$ cat src/rtl/riscv_pipe_pkg.sv
// riscv_pipe_pkg: definitions shared by the pipeline register slice.
//   - Default datapath and control-word widths.
//   - Bit positions inside the decoded control word.
//   - Architectural zero-register index.
package riscv_pipe_pkg;

  localparam int XLEN_DEFAULT   = 32;
  localparam int CTRL_W_DEFAULT = 16;

  // Control-word bit indices
  localparam int CTRL_MEM_READ      = 0;
  localparam int CTRL_MEM_WRITE     = 1;
  localparam int CTRL_REG_WRITE     = 2;
  localparam int CTRL_BRANCH        = 3;
  localparam int CTRL_JUMP          = 4;
  localparam int CTRL_ALU_SRC       = 5;
  localparam int CTRL_RESULT_SRC_LO = 6;
  localparam int CTRL_RESULT_SRC_HI = 7;
  localparam int CTRL_ALU_OP_LO     = 8;
  localparam int CTRL_ALU_OP_HI     = 10;

  typedef logic [4:0] reg_idx_t;

  localparam reg_idx_t REG_ZERO = 5'd0;

endpackage

$ cat src/rtl/id_ex_pipe_load_use_detect.sv
// load_use_detect: combinational load-use hazard comparator.
// A hazard exists when EX holds a valid load with a non-zero destination and
// the valid instruction in decode actually reads that register.
// Ports:
//   valid_e, mem_read, rd_e  : state of the instruction in EX
//   valid_d, use_rs1, rs1,
//   use_rs2, rs2             : source usage of the instruction in decode
//   load_use                 : hazard flag
module load_use_detect
  import riscv_pipe_pkg::*;
(
  input  logic     valid_e,
  input  logic     mem_read,
  input  reg_idx_t rd_e,
  input  logic     valid_d,
  input  logic     use_rs1,
  input  reg_idx_t rs1,
  input  logic     use_rs2,
  input  reg_idx_t rs2,
  output logic     load_use
);

  logic hit_rs1;
  logic hit_rs2;

  assign hit_rs1  = use_rs1 && (rs1 == rd_e);
  assign hit_rs2  = use_rs2 && (rs2 == rd_e);
  assign load_use = valid_e && mem_read && (rd_e != REG_ZERO) && valid_d
                    && (hit_rs1 || hit_rs2);

endmodule

$ cat src/rtl/id_ex_pipe.sv
// id_ex_pipe: ID/EX pipeline register with load-use bubble insertion.
// Captures the decode bundle plus register-file read data and presents it to
// EX one cycle later. Honours EX back-pressure (ready_e) and branch flush
// (flush_e), and counts inserted load-use bubbles (saturating).
// Ports:
//   clk, rst_n                       : clock, asynchronous active-low reset
//   valid_d, pc_d, rs1_d, rs2_d, rd_d,
//   use_rs1_d, use_rs2_d, imm_d, ctrl_d,
//   rd1_d, rd2_d                     : decode bundle and operands
//   ready_e, flush_e                 : EX back-pressure / redirect
//   wb_we, wb_rd, wb_data            : writeback port (used only for bypass)
//   valid_e, pc_e, rs1_e, rs2_e, rd_e,
//   imm_e, ctrl_e, rd1_e, rd2_e      : registered bundle to EX
//   stall_d                          : freeze PC and IF/ID (combinational)
//   bubble_cnt                       : saturating load-use bubble count
// Build option: define WB_BYPASS_EN to forward same-edge writeback data into
// rd1_e/rd2_e on capture; otherwise the wb_* inputs are ignored.
module id_ex_pipe
  import riscv_pipe_pkg::*;
#(
  parameter int XLEN   = XLEN_DEFAULT,
  parameter int CTRL_W = CTRL_W_DEFAULT,
  parameter int CNT_W  = 32
) (
  input  logic              clk,
  input  logic              rst_n,
  input  logic              valid_d,
  input  logic [XLEN-1:0]   pc_d,
  input  logic [4:0]        rs1_d,
  input  logic [4:0]        rs2_d,
  input  logic [4:0]        rd_d,
  input  logic              use_rs1_d,
  input  logic              use_rs2_d,
  input  logic [XLEN-1:0]   imm_d,
  input  logic [CTRL_W-1:0] ctrl_d,
  input  logic [XLEN-1:0]   rd1_d,
  input  logic [XLEN-1:0]   rd2_d,
  input  logic              ready_e,
  input  logic              flush_e,
  input  logic              wb_we,
  input  logic [4:0]        wb_rd,
  input  logic [XLEN-1:0]   wb_data,
  output logic              valid_e,
  output logic [XLEN-1:0]   pc_e,
  output logic [4:0]        rs1_e,
  output logic [4:0]        rs2_e,
  output logic [4:0]        rd_e,
  output logic [XLEN-1:0]   imm_e,
  output logic [CTRL_W-1:0] ctrl_e,
  output logic [XLEN-1:0]   rd1_e,
  output logic [XLEN-1:0]   rd2_e,
  output logic              stall_d,
  output logic [CNT_W-1:0]  bubble_cnt
);

  logic            load_use;
  logic [XLEN-1:0] op1;
  logic [XLEN-1:0] op2;

  load_use_detect u_load_use_detect (
    .valid_e  (valid_e),
    .mem_read (ctrl_e[CTRL_MEM_READ]),
    .rd_e     (rd_e),
    .valid_d  (valid_d),
    .use_rs1  (use_rs1_d),
    .rs1      (rs1_d),
    .use_rs2  (use_rs2_d),
    .rs2      (rs2_d),
    .load_use (load_use)
  );

  // A flush discards decode anyway, so there is nothing to freeze.
  assign stall_d = !flush_e && valid_d && (!ready_e || load_use);

`ifdef WB_BYPASS_EN
  // The register file returns the old value when it is written on the same
  // edge it is read, so pick up the writeback data directly.
  assign op1 = (wb_we && (wb_rd != REG_ZERO) && (wb_rd == rs1_d)) ? wb_data : rd1_d;
  assign op2 = (wb_we && (wb_rd != REG_ZERO) && (wb_rd == rs2_d)) ? wb_data : rd2_d;
`else
  assign op1 = rd1_d;
  assign op2 = rd2_d;
  logic unused_wb;
  assign unused_wb = ^{wb_we, wb_rd, wb_data};
`endif

  always_ff @(posedge clk or negedge rst_n) begin
    if (!rst_n) begin
      valid_e    <= 1'b0;
      pc_e       <= '0;
      rs1_e      <= '0;
      rs2_e      <= '0;
      rd_e       <= '0;
      imm_e      <= '0;
      ctrl_e     <= '0;
      rd1_e      <= '0;
      rd2_e      <= '0;
      bubble_cnt <= '0;
    end else if (flush_e) begin
      valid_e <= 1'b0;
      pc_e    <= '0;
      rs1_e   <= '0;
      rs2_e   <= '0;
      rd_e    <= '0;
      imm_e   <= '0;
      ctrl_e  <= '0;
      rd1_e   <= '0;
      rd2_e   <= '0;
    end else if (!ready_e) begin
      // EX is busy: hold everything, even if a hazard is pending.
    end else if (load_use) begin
      // Bubble: only the valid bit and control word are killed.
      valid_e <= 1'b0;
      ctrl_e  <= '0;
      if (bubble_cnt != {CNT_W{1'b1}}) begin
        bubble_cnt <= bubble_cnt + CNT_W'(1);
      end
    end else begin
      valid_e <= valid_d;
      pc_e    <= pc_d;
      rs1_e   <= rs1_d;
      rs2_e   <= rs2_d;
      rd_e    <= rd_d;
      imm_e   <= imm_d;
      ctrl_e  <= ctrl_d;
      rd1_e   <= op1;
      rd2_e   <= op2;
    end
  end

endmodule

$ cat config.mk
export PLATFORM = sky130hd
export DESIGN_NAME = id_ex_pipe
export DESIGN_NICKNAME = d
export VERILOG_FILES = /design/src/rtl/riscv_pipe_pkg.sv /design/src/rtl/id_ex_pipe_load_use_detect.sv /design/src/rtl/id_ex_pipe.sv
export SDC_FILE = /design/constraint.sdc
export NUM_CORES = 1
export LEC_CHECK = 0
export ABC_AREA = 1
export CORE_MARGIN = 10
export CORE_UTILIZATION = 39
export CTS_BUF_LIST = sky130_fd_sc_hd__clkbuf_4
export DETAILED_ROUTE_END_ITERATION = 6
export GPL_TIMING_DRIVEN = 0
export MAX_ROUTING_LAYER = met4
export PLACE_DENSITY = 0.82
export SLEW_MARGIN = 10
export SYNTH_ARGS = -nofsm -noshare
export SYNTH_HDL_FRONTEND = slang
export SYNTH_SLANG_ARGS = --single-unit
$ cat constraint.sdc
create_clock -name clk -period 1.63 [get_ports clk]
set_input_delay 0.2445 -clock clk [delete_from_list [all_inputs] [get_ports clk]]
set_output_delay 0.2445 -clock clk [all_outputs]
set_load 0.005 [all_outputs]
### After elaboration in Yosys (flattened, before gate mapping)

Cells that the tools add are included.

* register bits after elaboration: 192
* latch bits: 0
* RAM bits: 0
* ROM bits: 0
* input bits: 204
* output and inout port bits: 193
* word-level logic and storage cells: 59
* memories: 0

* $add $sub $neg: 1
* multipliers: 0
* div/mod/pow operators: 0
* order comparisons: 0
* equality and inequality tests: 4
* shift-type cells: 0
* muxes and demuxes: 27
* bitwise logic cells: 1
* reduce and logical (&&, ||, !) cells: 16

Operators by type and width (number)
* two-way mux 32 bit: 12
* two-way mux 16 bit: 3
* two-way mux 5 bit: 9
* adder 32 x 1 -> 32 bit (second input constant): 1
* != test 32 bit (second input constant): 1
* == test 5 bit: 2
* logical AND 1 bit: 8
* nonzero test 5 bit: 1
* AND reduction 4 bit: 1
* two-way mux 1 bit: 3
* logical NOT 1 bit: 2
* logical OR 1 bit: 2
* != test 2 bit (second input constant): 1
* AND reduction 2 bit: 1
* nonzero test 2 bit: 1
* inverter 1 bit: 1

### Longest topological paths before layout

* depth in word-level cells: 7
* mapped depth: 12
* depth with buffers taken out: 10

### Cells and area by module

A second synthesis with hierarchy kept.

* cell total of the unflattened synthesis: 1099
* area, all modules: 8867.3 um^2

Modules (own cells, without submodules)
* id_ex_pipe: instances 1, cells an instance 1043, area each 8642.0 um^2, sequential area each 4804.6 um^2
* load_use_detect: instances 1, cells an instance 56, area each 225.2 um^2, sequential area each 0.0 um^2

### Worst setup path after synthesis

OpenSTA, ideal clock, no wires.

* path type: flip-flop to flip-flop
* start: register bubble_cnt[0]
* end: register bubble_cnt[3]
* arrival time: 1.594 ns
* data required time: 1.513 ns
* setup slack: -0.080 ns
* stages on the path, launching flop included: 12
* clock period less this slack: 1.710 ns
* cells stage by stage: dfrtp_1 -> ha_1 -> inv_1 -> nor2_2 -> nand2_1 -> nor2_2 -> nand2_1 -> nand3_1 -> nor2_2 -> buf_2 -> nand2_1 -> nand2_1

* longest elaborated chain between the ends: 2
* elaborated cells between the ends (all ways): 3
* those cells by class: 1 x add/sub; 1 x eq/ne; 1 x reduce/logical

RTL lines
* start: declaration: line id_ex_pipe.sv:53 `output logic [CNT_W-1:0] bubble_cnt`
* start signal: assignment: line id_ex_pipe.sv:116 `bubble_cnt <= bubble_cnt + CNT_W'(1);`
* parallel branches: the longest is 2 deep, another holds adder 32 x 1 -> 32 bit

Several ways; the timed one is not identified.
A chain may end at the register's enable or synchronous reset.

### Worst setup path after layout

* start: register rd_e[0]
* end: output stall_d

* longest elaborated chain between the ends: 6
* elaborated cells between the ends (all ways): 11
* those cells by class: 2 x eq/ne; 9 x reduce/logical

RTL lines
* start: declaration: line id_ex_pipe.sv:47 `output logic [4:0] rd_e,`
* start signal: assignment: line id_ex_pipe.sv:123 `rd_e <= rd_d;`
* == test 5 bit (tied with other cells): line id_ex_pipe_load_use_detect.sv:26 `assign hit_rs1 = use_rs1 && (rs1 == rd_e);`
* logical AND 1 bit (on tied branches): line id_ex_pipe_load_use_detect.sv:26, id_ex_pipe_load_use_detect.sv:27, id_ex_pipe_load_use_detect.sv:28
* logical OR 1 bit / logical AND 1 bit (equally long branches): line id_ex_pipe_load_use_detect.sv:29, id_ex_pipe_load_use_detect.sv:28
* logical AND 1 bit (*): line id_ex_pipe_load_use_detect.sv:29 `&& (hit_rs1 || hit_rs2);`
* logical OR 1 bit (*): line id_ex_pipe.sv:73 `assign stall_d = !flush_e && valid_d && (!ready_e || load_use);`
* logical AND 1 bit (*): line id_ex_pipe.sv:73
* end: declaration: line id_ex_pipe.sv:52 `output logic stall_d,`

Every way passes the cells marked *; elsewhere a longest branch is shown, timed or not.

==> flow_summary.ini <==
[global_route]
grt_pass1_vias = 9786
grt_max_degree = 109
antenna_found_initial = 4
grt_pass1_wl_um = 54900
grtUsageTotal_pct = 25.2
grt_overflow = 0

[pwr]
peakVddDrop_v = 0.000434
cellPowerDensity_nw_per_um2 = 645
leakage_nw = 7.90

[finish]
nFillCells = 1695
drive_gt1_share_pct = 16.0
final_common_cell = nand2_1
nets = 1752
synthToLayoutAreaGrowth_pct = 70.0
stdcell_count = 1843
design_area_sq_um = 14700
final_cell_mix = nand2_1 (502), clkdlybuf4s50_1 (228), dfrtp_1 (172), nand3_1 (154), dlygate4sd2_1 (110)

[worst_setup_path]
cpPeakStageDelay_ns = 0.46
crit_family = flip-flops
worstSetupPathType = reg -> out
cp_data_arrival_time_ns = 1.85
crit_required_ns = 1.39
crit_path_max_fanout = 4
cp_num_buf_inv = 2
path_common_cell = nor2_1
critPathSlowestCell = dfrtp_1
crit_path_end_kind = output pin
start_kind = register
crit_path_cell_trace = inv_2, nor2_1, nor2_1, nand3_1, nand2_2, nand3_2, a21oi_2, buf_2
r2r_slack_ns = -0.35

[clock_tree]
clkTransAtPathRegs_ns = 0.20
tritoncts = built
numCtsBuffers = 17
clock_sinks = 192
clock_latency_ns = 0.60
h-tree-depth = 4
clock_path_buffers = 2
clock_tree.root_cell = clkbuf_4

[floorplanning]
die_h_um = 169
io_pins = 397
die_w_um = 169
initial_core_util_pct = 39.6
core_sq_um = 21800
dieArea_sq_um = 28500
rows = 54

[synth]
avgSynthCellArea_sq_um = 8.02
syn_nets = 1280
ys_ff_latch = 192
synth.distinct_cells = 23
yosys_warnings = 0
syn_area_sq_um = 8620
syn_inst = 1075
ys_seq_area_share_pct = 55.7

[timing]
max-slew-margin-rel_pct = 52.5
whs_ns = 0.159
timing.final.hold_violations = 0
rsz0062_at_grt = true
slew_violations = 0
timing.final.crit_share_pct = 129
setup_ws_ns = -0.469
fmax_mhz = 476
worst-slew-pin-transition_ns = 0.713
fin_skew_ns = 0.0336
setup_viol = 257
post-route-min-period_ns = 2.10

[run_status]
status = complete, but fails checks
violations = design-rule violations, negative setup slack

[placed_design]
dp_cells = 1714
detailed_place.area_sq_um = 12600
portBuffers = 358
gp_congestion = 0.942
place_hpwl_um = 25400

[routing]
finalWirelength_um = 36900
post_drt_wl_per_cell_um = 20.0
first_iter_violations = 676
first_pass_iters = 7
drc = 4
vias_per_cell = 5.10
vias = 9400
detail-route-antenna-nets = 0

[hold_path]
hold_class = in -> reg

[job]
max-cap-violations = 0
[layout make-up]
type | instances | area (sq um) | area share [%]
clock buffer | 17 | 128 | 0.871
buffer | 58 | 608 | 4.15
inverter | 32 | 120 | 0.819
antenna | 4 | 10.0 | 0.0683
sequential | 192 | 4830 | 32.9
timing repair buffer | 452 | 4790 | 32.7
multi-input combinational | 794 | 3660 | 24.9
clock inverter | 14 | 166 | 1.14
tap | 280 | 350 | 2.39
[synthesized netlist by cell type]
master | count | area (sq um)
nand2_2 | 2 | 12.5
nand3b_1 | 8 | 60.1
o21ai_1 | 1 | 5.00
inv_1 | 23 | 86.3
buf_6 | 2 | 22.5
nand2_1 | 509 | 1910
xor2_1 | 16 | 140
buf_1 | 16 | 60.1
nand4_2 | 1 | 12.5
nor2_2 | 4 | 25.0
ha_1 | 1 | 12.5
nand4_1 | 4 | 25.0
buf_4 | 7 | 52.6
nor2_1 | 49 | 184
a21oi_1 | 1 | 5.00
nor3_4 | 1 | 16.3
xnor2_1 | 5 | 43.8
nor3_1 | 8 | 40.0
buf_2 | 24 | 120
nand3_1 | 183 | 916
dfrtp_1 | 192 | 4800
inv_2 | 9 | 33.8
clkbuf_1 | 9 | 33.8
[report_power, final]
group	leakage [nW]	switching, W	internal [W]
logic	5.21	0.000712	0.000923
clock network	0.153	0.00198	0.000710
registers	2.54	0.000137	0.00499
[cells by family after synthesis]
| family | count (synthesis) | synth area share, % |
|---|---|---|
| and+or+nand+nor | 769 | 37.1 |
| AOI/OAI and AO/OA | 2 | 0.116 |
| buffers and inverters | 90 | 4.75 |
| adders and majority gates | 1 | 0.145 |
| xor gates and xnor gates | 21 | 2.13 |
| DFF | 192 | 55.7 |
[repair_timing]
item / in CTS / in global routing
resized for setup: 291 / 46
hold buffers: 1 / 0
cloned: 24 / 4
buffers inserted: 56 / 9
pin swaps: 24 / 29
setup endpoints to repair: 385 / 324
endpoints found under the hold margin: 84 / 0
[per-stage QoR]
stage / setup TNS (ns) / setup WS [ns] / utilization, % / total power (W)
finish: -49.64 / -0.469 / 67.4 / 0.00945
global route: -77.43 / -0.621 / 67.4 / 0.00983
CTS: -43.57 / -0.489 / 65.8 / 0.00941
detailed placement: -148.75 / -1.16 / 57.9 / 0.00674
global placement: -1651.38 / -7.85 / 57.8 / 0.00671
floorplan: 0 / 0.00931 / - / 0.00558
[sequential cells by signal, indices dropped and copies added (netlist names)]
| name | flops |
|---|---|
| bubble_cnt | 32 |
| imm_e | 32 |
| pc_e | 32 |
| rd1_e | 32 |
| rd2_e | 32 |
| ctrl_e | 16 |
| rd_e | 5 |
| rs1_e | 5 |
| rs2_e | 5 |
| valid_e | 1 |
[worst reg2reg max path, cell delays in order, from the launching register on]
cell and delay, ns:
dfrtp_1 0.46, inv_2 0.11, nor2_1 0.05, nor2_1 0.12, nand3_1 0.11, nand2_2 0.09
buf_4 0.11, buf_8 0.11, nand2_8 0.07, buf_8 0.14, buf_12 0.12, buf_16 0.13
buf_8 0.13, nand3_1 0.08, nand2_1 0.08
[routing by layer]
metal,GRT usage [%],vias up,part of all wire (%)
li1,-,4361,-
met1,26.3,4449,35
met2,41.3,477,50
met3,8.43,113,9.4
met4,14.0,0,5.5
met5,-,-,0
[path summary, 6_finish.rpt]
kind,startpoint,endpoint,depth (start not counted)
min in group asynchronous,rst_n,imm_e[20]$_DFFE_PN0P_,2
setup reg to reg,rd_e[0]$_DFFE_PN0P_,ctrl_e[5]$_DFFE_PN0P_,14
hold / removal,imm_d[11],imm_e[11]$_DFFE_PN0P_,3
max in group asynchronous,rst_n,bubble_cnt[21]$_DFFE_PN0P_,3
hold reg to reg,rd1_e[11]$_DFFE_PN0P_,rd1_e[11]$_DFFE_PN0P_,2
setup / recovery,rd_e[0]$_DFFE_PN0P_,stall_d,8
No activity file was read; power rests on OpenSTA's default activity.
